**config.mk**
```make
export PLATFORM = sky130hd
export DESIGN_NAME = hazard_ctrl
export DESIGN_NICKNAME = d
export VERILOG_FILES = /design/src/rtl/hazard_ctrl.sv
export SDC_FILE = /design/constraint.sdc
export NUM_CORES = 1
export LEC_CHECK = 0
export CORE_MARGIN = 3
export CORE_UTILIZATION = 50
export DETAILED_ROUTE_END_ITERATION = 8
export DONT_BUFFER_PORTS = 1
export GPL_TIMING_DRIVEN = 0
export MAX_ROUTING_LAYER = met4
export SYNTH_ARGS = -nofsm -noshare
export SYNTH_HDL_FRONTEND = slang
export SYNTH_SLANG_ARGS = --single-unit
```
**constraint.sdc**
```tcl
create_clock -name clk -period 1.5 [get_ports clk]
set_input_delay 0.225 -clock clk [delete_from_list [all_inputs] [get_ports clk]]
set_output_delay 0.225 -clock clk [all_outputs]
set_load 0.005 [all_outputs]
```
**src/rtl/hazard_ctrl.sv**
```systemverilog
// rtl/hazard_ctrl.sv - EX forwarding select codes, 2-slot scoreboard and load-wait stall FSM
module hazard_ctrl #(
    parameter int RA_W     = 5,
    parameter int WAIT_MAX = 15,
    parameter int CNT_W    = 4
) (
    input  logic            clk,
    input  logic            rstn,
    input  logic            id_valid,
    input  logic [RA_W-1:0] id_rs1,
    input  logic [RA_W-1:0] id_rs2,
    input  logic            id_rs1_used,
    input  logic            id_rs2_used,
    input  logic [RA_W-1:0] id_rd,
    input  logic            id_rd_wen,
    input  logic            id_is_load,
    input  logic            id_is_store,
    input  logic            ex_flush,
    input  logic            dmem_rvalid,
    output logic [1:0]      rs1_hazard,
    output logic [1:0]      rs2_hazard,
    output logic            store_load_hazard,
    output logic            stall,
    output logic            load_timeout
);

    typedef enum logic {S_RUN, S_WAIT} state_t;

    state_t          state;
    logic [CNT_W-1:0] cnt;

    // EX slot keeps the full record; WB only needs valid/load to drive the stall.
    logic            ex_v;
    logic [RA_W-1:0] ex_rd;
    logic            ex_wen;
    logic            ex_ld;
    logic            wb_v;
    logic            wb_ld;

    logic id_live;
    logic rs1_match;
    logic rs2_match;
    logic load_pending;
    logic at_limit;
    logic timeout_now;

    assign id_live      = id_valid & ~ex_flush;
    assign rs1_match    = id_rs1_used & (id_rs1 != '0) & ex_v & ex_wen & (ex_rd == id_rs1);
    assign rs2_match    = id_rs2_used & (id_rs2 != '0) & ex_v & ex_wen & (ex_rd == id_rs2);
    assign load_pending = wb_v & wb_ld & ~dmem_rvalid;
    assign at_limit     = (state == S_WAIT) && (cnt == CNT_W'(WAIT_MAX));
    assign timeout_now  = load_pending & at_limit;
    // Released on the timeout cycle so the pipe advances while the load is dropped.
    assign stall        = load_pending & ~at_limit;

    always_ff @(posedge clk) begin
        if (!rstn) begin
            state             <= S_RUN;
            cnt               <= '0;
            ex_v              <= 1'b0;
            ex_rd             <= '0;
            ex_wen            <= 1'b0;
            ex_ld             <= 1'b0;
            wb_v              <= 1'b0;
            wb_ld             <= 1'b0;
            rs1_hazard        <= 2'b00;
            rs2_hazard        <= 2'b00;
            store_load_hazard <= 1'b0;
            load_timeout      <= 1'b0;
        end else begin
            load_timeout <= 1'b0;
            case (state)
                S_RUN: begin
                    if (load_pending) begin
                        state <= S_WAIT;
                        cnt   <= CNT_W'(1);
                    end
                end
                S_WAIT: begin
                    if (dmem_rvalid) begin
                        state <= S_RUN;
                        cnt   <= '0;
                    end else if (at_limit) begin
                        state        <= S_RUN;
                        cnt          <= '0;
                        load_timeout <= 1'b1;
                    end else begin
                        cnt <= cnt + CNT_W'(1);
                    end
                end
                default: begin
                    state <= S_RUN;
                    cnt   <= '0;
                end
            endcase

            if (!stall) begin
                wb_v   <= ex_v & ~timeout_now;
                wb_ld  <= ex_ld;
                ex_v   <= id_live;
                ex_rd  <= id_rd;
                ex_wen <= id_rd_wen;
                ex_ld  <= id_is_load;

                rs1_hazard        <= (id_live & rs1_match) ? (ex_ld ? 2'b10 : 2'b01) : 2'b00;
                rs2_hazard        <= (id_live & rs2_match) ? (ex_ld ? 2'b10 : 2'b01) : 2'b00;
                store_load_hazard <= id_live & id_is_store & rs2_match & ex_ld;
            end
        end
    end

endmodule
```
==> metrics.txt <==
DRC violations left 0; initial core utilization 0.5369; Clock Skews 0.01686 ns; M1 GR Usage 0.2680; fmax 0.6742 GHz; clk buf depth 2; Synthesized Nets 145; Critical Path AT 1.26 ns; unrepaired setup endpoints after global routing true; Worst Hold Depth 2; min Tclk post-route 1.483 ns; max-slew violation count 0; Worst slew margin 0.7636; Worst EP required 1.27 ns; total track usage 0.1993; share of layout cells above drive strength 1 0.1860; Syn Std Cell Area 1075 um^2; Leakage 0.4826 nW; Num CTS Buffers 3; outcome complete, no violations; Hold Worst Slack 0.009988 ns; via count 873; drt wl/cell 15.27 um; Post-Syn Area per Cell 9.032 um^2; R2R Path End rs2_hazard[1]; Hold Crit Class in2reg; worst flop-to-flop path startpoint cnt[1]; setup TNS 0 ns; H-tree levels 1; first-pass GRT wire length 3946 um; met2 Usage GRT 0.2996; Crit. End Element output port; Final period util 0.9888; area grow syn2layout 15.13%; Post-Synthesis Cells 119; Clk Latency, worst-skew pair 0.31 ns; Syn. warnings 0; Critical Path Source Type register; worst-path maximum fanout 5; Slew @ Worst Pin 0.3546 ns; vias in the first global route 886; R2R cell count 6; CTS Hold Bufs 0; die area 2742 um^2; CTS tree yes; hold endpoint cnt[3]; Setup Crit Path Kind reg2out; final WL 2382 um; Hold Crit Start rstn; GRT overflow 0; most crowded layer after global routing met2; met3 usage 0.03134; fin nets 156; distinct cell type count after synthesis 37; antenna viol nets, final 0; vias per cell 5.596; GPL Wtd Cong 0.8173; I/O pin cnt 32; initial antenna violation count 0; post-synthesis async set-or-reset flop share 0; Design Area, Final 1237 um^2; Worst-path clk slew 0.13 ns; Util after Layout 0.6181; DR iter-0 viols 9; sequential area share after synthesis 0.3912; Main synth FF type dfxtp_1; DP Wirelength 1689 um; Core Area 2002 um^2; Power Density 748.7 nW/um^2; Port Buffers 0; r2r setup slk 0.13 ns; Area after DPL 1109 um^2; Chip Height 52.37 um; Maximum Capacitance Violations 0; Sinks on Clock Net 21; #FFs+latches synth 21; die width 52.37 um; row cnt 16; clock root buffer clkbuf_4; number of synthesized flops with an enable pin 0; Pre-antenna DRT Iters 4; final setup violation count 0; largest net degree at the start of global routing 13; Final Hold Viols 0; Diodes inserted 0; VDD IR max 0.0005079 V
through the flow:
step	std cells	power, mW	setup slack, ns
global route	156	0.9700	-0.04449
finish	156	0.9265	0.01680
global placement	146	0.6650	0.07076
floorplan	119	0.6545	0.1527
CTS	154	0.9362	0.01540
detailed placement	146	0.6683	0.06153
layer usage:
metal	vias up	wire length, um
li1	443	-
met1	393	1083
met2	31	1119
met3	6	143
met4	0	36
met5	-	0
area by class of cell:
cell class	instances	area, um^2
multi-input combinational	89	624.3
clock buffer	3	22.52
fill	200	764.5
clock inverter	1	5.005
tap	27	33.78
inverter	4	20.02
buffer	5	41.29
sequential	21	427.9
timing repair buffer	6	62.56
logic make-up after synthesis:
kind of cell / synth area share
AOI/OAI and AO/OA: 0.2224
xor gates and xnor gates: 0.06519
adders and majority gates: 0.01164
buffers and inverters: 0.05123
DFF: 0.3911
and+or+nand+nor: 0.2584
timing repair:
action                                  in CTS  in global routing
pin swaps                                    1                  2
setup buffers                                4                  1
endpoints found under the setup margin       1                  4
resized for setup                            6                  5
gates cloned                                 0                  1
sequential cells by signal (all words and copies together) (netlist names), 2 cells and up:
signal and flops:
rs1_hazard 2, rs2_hazard 2, ex_rd 5, cnt 4
worst max path at each step:
| stage | start | endpoint | slack [ns] | depth (start not counted) |
|---|---|---|---|---|
| final | cnt[1] | stall | 0.02 | 5 |
| after detailed placement | cnt[0] | ex_rd[0] | 0.06 | 7 |
| after CTS | cnt[0] | stall | 0.02 | 5 |
| after floorplan | cnt[0] | cnt[3] | 0.15 | 4 |
| after global placement | cnt[0] | ex_rd[0] | 0.07 | 7 |
| after global routing | cnt[1] | stall | -0.04 | 5 |
layout by cell type (no fill, tap or decap), drive strengths merged, types with 2 or more instances in the layout:
| cell | instances |
|---|---|
| a21boi | 16 |
| a21oi | 3 |
| and2 | 3 |
| and3 | 3 |
| buf | 8 |
| clkbuf | 6 |
| dfxtp | 21 |
| inv | 4 |
| nand2 | 26 |
| nand3b | 3 |
| nand4 | 6 |
| nor3 | 2 |
| nor4 | 2 |
| o22ai | 3 |
| xnor2 | 2 |
| xor2 | 6 |
cell usage after synthesis (2+ instances only):
master / instances / area (um^2)
nor3_1: 2 / 10.01
xor2_1: 6 / 52.55
o22ai_1: 3 / 18.77
a21boi_1: 10 / 75.07
xnor2_1: 2 / 17.52
nand2_1: 25 / 93.84
nand4_1: 5 / 31.28
clkbuf_1: 2 / 7.510
a21oi_1: 3 / 15.01
a21boi_0: 4 / 30.03
buf_6: 2 / 22.52
and2_1: 3 / 18.77
a21boi_2: 2 / 22.52
dfxtp_1: 21 / 420.4
and3_1: 2 / 12.51
nor4_1: 2 / 12.51
inv_1: 3 / 11.26
nand3b_1: 3 / 22.52
worst max-delay path, cell delays in order (launching register included):
cell     delay (ns)
dfxtp_4        0.39
ha_4           0.16
nand4_4        0.12
nand2_4        0.12
inv_6          0.04
buf_8          0.12
power by group:
part | switching [mW] | internal (mW) | total, mW | leakage [nW]
Combinational | 0.0347 | 0.0381 | 0.0729 | 0.292
Sequential | 0.0130 | 0.568 | 0.581 | 0.173
Clock | 0.174 | 0.0993 | 0.273 | 0.0177
(Power assumes the default switching activity.)
==> patch 1: new RTL, same settings <==
`CNT_W`: 4 -> 6.
--- a/src/rtl/hazard_ctrl.sv
+++ b/src/rtl/hazard_ctrl.sv
@@ -2,7 +2,7 @@
 module hazard_ctrl #(
     parameter int RA_W     = 5,
     parameter int WAIT_MAX = 15,
-    parameter int CNT_W    = 4
+    parameter int CNT_W    = 6
 ) (
     input  logic            clk,
     input  logic            rstn,
Behaviour: no difference found for any inputs over 10 cycles, from zero or initial values and one cycle with rstn low; that may be too few to reach the edited logic, so the function may still have changed.
==> patch 1 against the unedited design <==
  * The flow now finishes with violations (negative setup slack)
  * Fmax decreased by 8.6%
  * Worst setup slack got worse by 0.14 ns
  * Global-route usage decreased by 0.29 points
  * Routed wire length decreased by 0.59%
  * Sequential cell count increased by 2
  * Die area increased by 1.7%
  * Synthesized area increased by 2.0%
  * Combinational power decreased by 10%
  * Design area increased by 4.8%
  * Synthesized cell count unchanged
  * Power increased by 6.6%
  * Critical path depth unchanged
  * Critical path type unchanged
  * Largest power group unchanged
  * Highest routed layer unchanged
==> patch 1: results (changes against the unedited design) <==
- Status: finished with violations (was complete, no violations)
- Failing checks: negative setup slack
- # setup viols final: 10 (was 0)
- Fraction of area in multi-input gates: 0.500 (was 0.505)
- Place WS: -0.243 ns (was 0.0615 ns)
- Post-CTS sizing: 8 (was 6)
- Crit path DAT: 1.40 ns (was 1.26 ns)
- Clock-cell share of area: 0.0203 (was 0.0222)
- Fin cells: 157 (was 156)
- # fillers: 190 (was 200)
- Iteration-0 DRC Markers: 29 (was 9)
- Seq. cell area: 470 um^2 (was 428 um^2)
- Combinational power share: 0.066 (was 0.079)
- Synth Area in Compound Gates: 0.153 (was 0.222)
- Worst IR Drop VDD: 0.000554 V (was 0.000508 V)
- Xor/xnor cell area share of the yosys netlist: 0.0639 (was 0.0652)
- Top Registers: cnt (6), ex_rd (5) (was ex_rd (5), cnt (4))
- Seq pwr share: 0.643 (was 0.627)
- Layout Skew: 0.00612 ns (was 0.0169 ns)
- Seq area share: 0.363 (was 0.346)
- Non-Clock Inverter Count: 1 (was 4)
- Pleak: 0.455 nW (was 0.483 nW)
- Placer congestion estimate: 0.758 (was 0.817)
- Sum Neg Setup Slack: -0.465 ns (was 0 ns)
- PnR worst setup slack: -0.123 ns (was 0.0168 ns)
[patch 1: cell types whose count changed in the layout (fill, tap and decap cells not counted), sizes merged, moves of 4 or more]
cell	unedited run	this run
nand2	26	7
a21boi	16	0
nor2	1	16
a21oi	3	10
mux2i	0	7
nand4	6	0
inv	4	0
nand3	0	4
[patch 1: per-layer routing]
metal / routed length [um] / track usage / vias to the layer above
li1: - / - / 458
met1: 1180 / 0.283 / 420
met2: 1000 / 0.289 / 32
met3: 174 / 0.0313 / 2
met4: 11 / 0.0383 / 0
met5: 0 / - / -
[patch 1: worst paths after layout]
path                     from  slack [ns]  cells after the start                 to
setup / recovery       cnt[0]       -0.12                      5              stall
hold reg to reg         state        0.48                      1             cnt[0]
setup reg to reg       cnt[0]       -0.11                      7               ex_v
hold / removal    id_is_store        0.06                      2  store_load_hazard
[patch 1: cells by family after synthesis]
family          Yosys count
simple gates             49
mux                       7
compound gates           25
xor+xnor                  8
flops                    23
fa+ha+maj                 1
buf+inv                   6
==> patch 2: new RTL, same settings <==
Made on the original files. Reset style: asynchronous (`rstn`), changed in one clocked block.
--- a/src/rtl/hazard_ctrl.sv
+++ b/src/rtl/hazard_ctrl.sv
@@ -53,7 +53,7 @@
     // Released on the timeout cycle so the pipe advances while the load is dropped.
     assign stall        = load_pending & ~at_limit;
 
-    always_ff @(posedge clk) begin
+    always_ff @(posedge clk or negedge rstn) begin
         if (!rstn) begin
             state             <= S_RUN;
             cnt               <= '0;
Function: differs if rstn is asserted again (counterexample within 4 cycles, from zero or initial values and one cycle with rstn low); with rstn held inactive, the same outputs for 10 cycles.
==> patch 2 against the unedited design <==
  * Worst setup slack improved by 0.026 ns
  * Sequential cell count did not move
  * Synthesized area down 1.7%
  * Fmax rose by 1.8%
  * Design area shrank 0.20%
  * Routed wire length shrank 7.8%
  * Clock skew is 0.014 ns lower
Power is not compared: it rests on default switching activity, and its combinational part moved more than twofold at a synthesized area within 25%.
==> patch 2: results (changes against the unedited design) <==
- First-pass GRT wire length: 3640 um (was 3950 um)
- Pin count of the biggest net entering global routing: 22 (was 13)
- Share of layout cells above drive strength 1: 0.140 (was 0.186)
- Clk Latency, worst-skew pair: 0.29 ns (was 0.31 ns)
- M3 GR Usage: 0.0430 (was 0.0313)
- Layout Skew: 0.00290 ns (was 0.0169 ns)
- Placer congestion estimate: 0.746 (was 0.817)
- Predominant post-synthesis flop cell: dfrtp_1 (was dfxtp_1)
- Sequential cell area fraction in the yosys report: 0.498 (was 0.391)
- Routed wl met3: 138 um (was 143 um)
- Synth unique cells: 34 (was 37)
- Vias per cell: 5.64 (was 5.60)
- Met1 Usage GRT: 0.233 (was 0.268)
- Dpl hpwl: 1550 um (was 1690 um)
- Worst R2R Path Depth: 8 (was 6)
- Slowest stage delay, CP: 0.41 ns (was 0.39 ns)
- Gr usage total: 0.185 (was 0.199)
- Reg-to-Reg Start: cnt[0] (was cnt[1])
- Min-Delay Startpoint: id_rd[1] (was rstn)
- Number of diodes: 0 (unchanged)
- Post-CTS sizing: 7 (was 6)
- Worst-path clk slew: 0.11 ns (was 0.13 ns)
- Worst hold path depth: 2 (unchanged)
- Flop2flop setup slack: 0.06 ns (was 0.13 ns)
- Xor/xnor cell area share of the yosys netlist: 0.0746 (was 0.0652)
- Worst-case clock buffer depth: 2 (unchanged)
- Met1 wire length: 1010 um (was 1080 um)
- Slowest CP cell: dfrtp_1 (was dfxtp_4)
- Postcts setup bufs: 5 (was 4)
- Layout net count: 148 (was 156)
- Placed insts: 135 (was 146)
- Vias: 823 (was 873)
- Status: complete, no violations (unchanged)
- Adder-cell share of the synthesized area: 0.0118 (was 0.0116)
- CTS root buf: clkbuf_4 (unchanged)
- Hold endpoint: ex_rd[1] (was cnt[3])
- # hold bufs at CTS: 2 (was 0)
- Initial antenna violation count: 0 (unchanged)
- Place WS: -0.0111 ns (was 0.0615 ns)
- Worst-Margin Slew: 0.921 ns (was 0.355 ns)
- # fillers: 161 (was 200)
- R2r endpoint: ex_rd[4] (was rs2_hazard[1])
- Router iterations before antenna repair: 4 (unchanged)
- Met2 wire len: 1040 um (was 1120 um)
- Most frequent cells after synthesis: nand2_1, dfrtp_1, xnor2_1 (was nand2_1, dfxtp_1, a21boi_1)
- Synth Area in Compound Gates: 0.121 (was 0.222)
- WL final: 2200 um (was 2380 um)
- Async SR Flop Fraction: 1.00 (was 0)
- Iteration-0 DRC Markers: 10 (was 9)
- Crit path DAT: 1.23 ns (was 1.26 ns)
- GR Util met2: 0.297 (was 0.300)
- Seq pwr share: 0.527
- Synth area leaders: dfrtp_1, nand2_1, xnor2_1 (was dfxtp_1, nand2_1, a21boi_1)
- Avg Cell Area, Syn: 9.60 um^2 (was 9.03 um^2)
- Worst hold margin: 0.0289 ns (was 0.00999 ns)
patch 2: cell types whose count changed after synthesis, sizes merged, moves of 4 or more:
cell    change
xor2        -4
xnor2       +5
nand4       -4
a21boi     -16
nor2        +4
nand2       +5
dfrtp      +21
dfxtp      -21
patch 2: final cells by class:
type	instances	area share
sequential	21	0.426
multi-input combinational	80	0.408
timing repair buffer	8	0.0729
buffer	3	0.0274
tap	25	0.0253
clock buffer	4	0.0213
inverter	5	0.0193
patch 2: stage by stage:
step | TNS (ns) | power [mW] | area, um^2
floorplan | 0 | 0.861 | 1060
finish | 0 | 1.27 | 1230
detailed placement | -0.0111 | 0.900 | 1090
global placement | 0 | 0.889 | 1090
CTS | 0 | 1.27 | 1240
global route | -0.00186 | 1.34 | 1230
patch 2: power by group through the flow:
| stage | clock network (mW) | registers, mW | logic (mW) |
|---|---|---|---|
| 3_3_place_gp | 0 | 0.680 | 0.209 |
| 2_1_floorplan | 0 | 0.672 | 0.189 |
| 3_5_place_dp | 0 | 0.683 | 0.217 |
| 4_1_cts | 0.274 | 0.669 | 0.327 |
| 5_1_grt | 0.290 | 0.679 | 0.374 |
| 6_report | 0.267 | 0.671 | 0.335 |
patch 2: worst max path at each step:
| stage | from | endpoint | slack (ns) | cells past startpoint |
|---|---|---|---|---|
| 2_1_floorplan | cnt[0] | rs2_hazard[1] | 0.08 | 6 |
| 3_3_place_gp | cnt[0] | rs2_hazard[1] | 0.01 | 6 |
| 3_5_place_dp | cnt[0] | rs2_hazard[1] | -0.01 | 6 |
| 4_1_cts | cnt[1] | rs2_hazard[1] | 0.001 | 7 |
| 5_1_grt | cnt[1] | stall | -0.002 | 5 |
| 6_report | cnt[0] | stall | 0.04 | 5 |
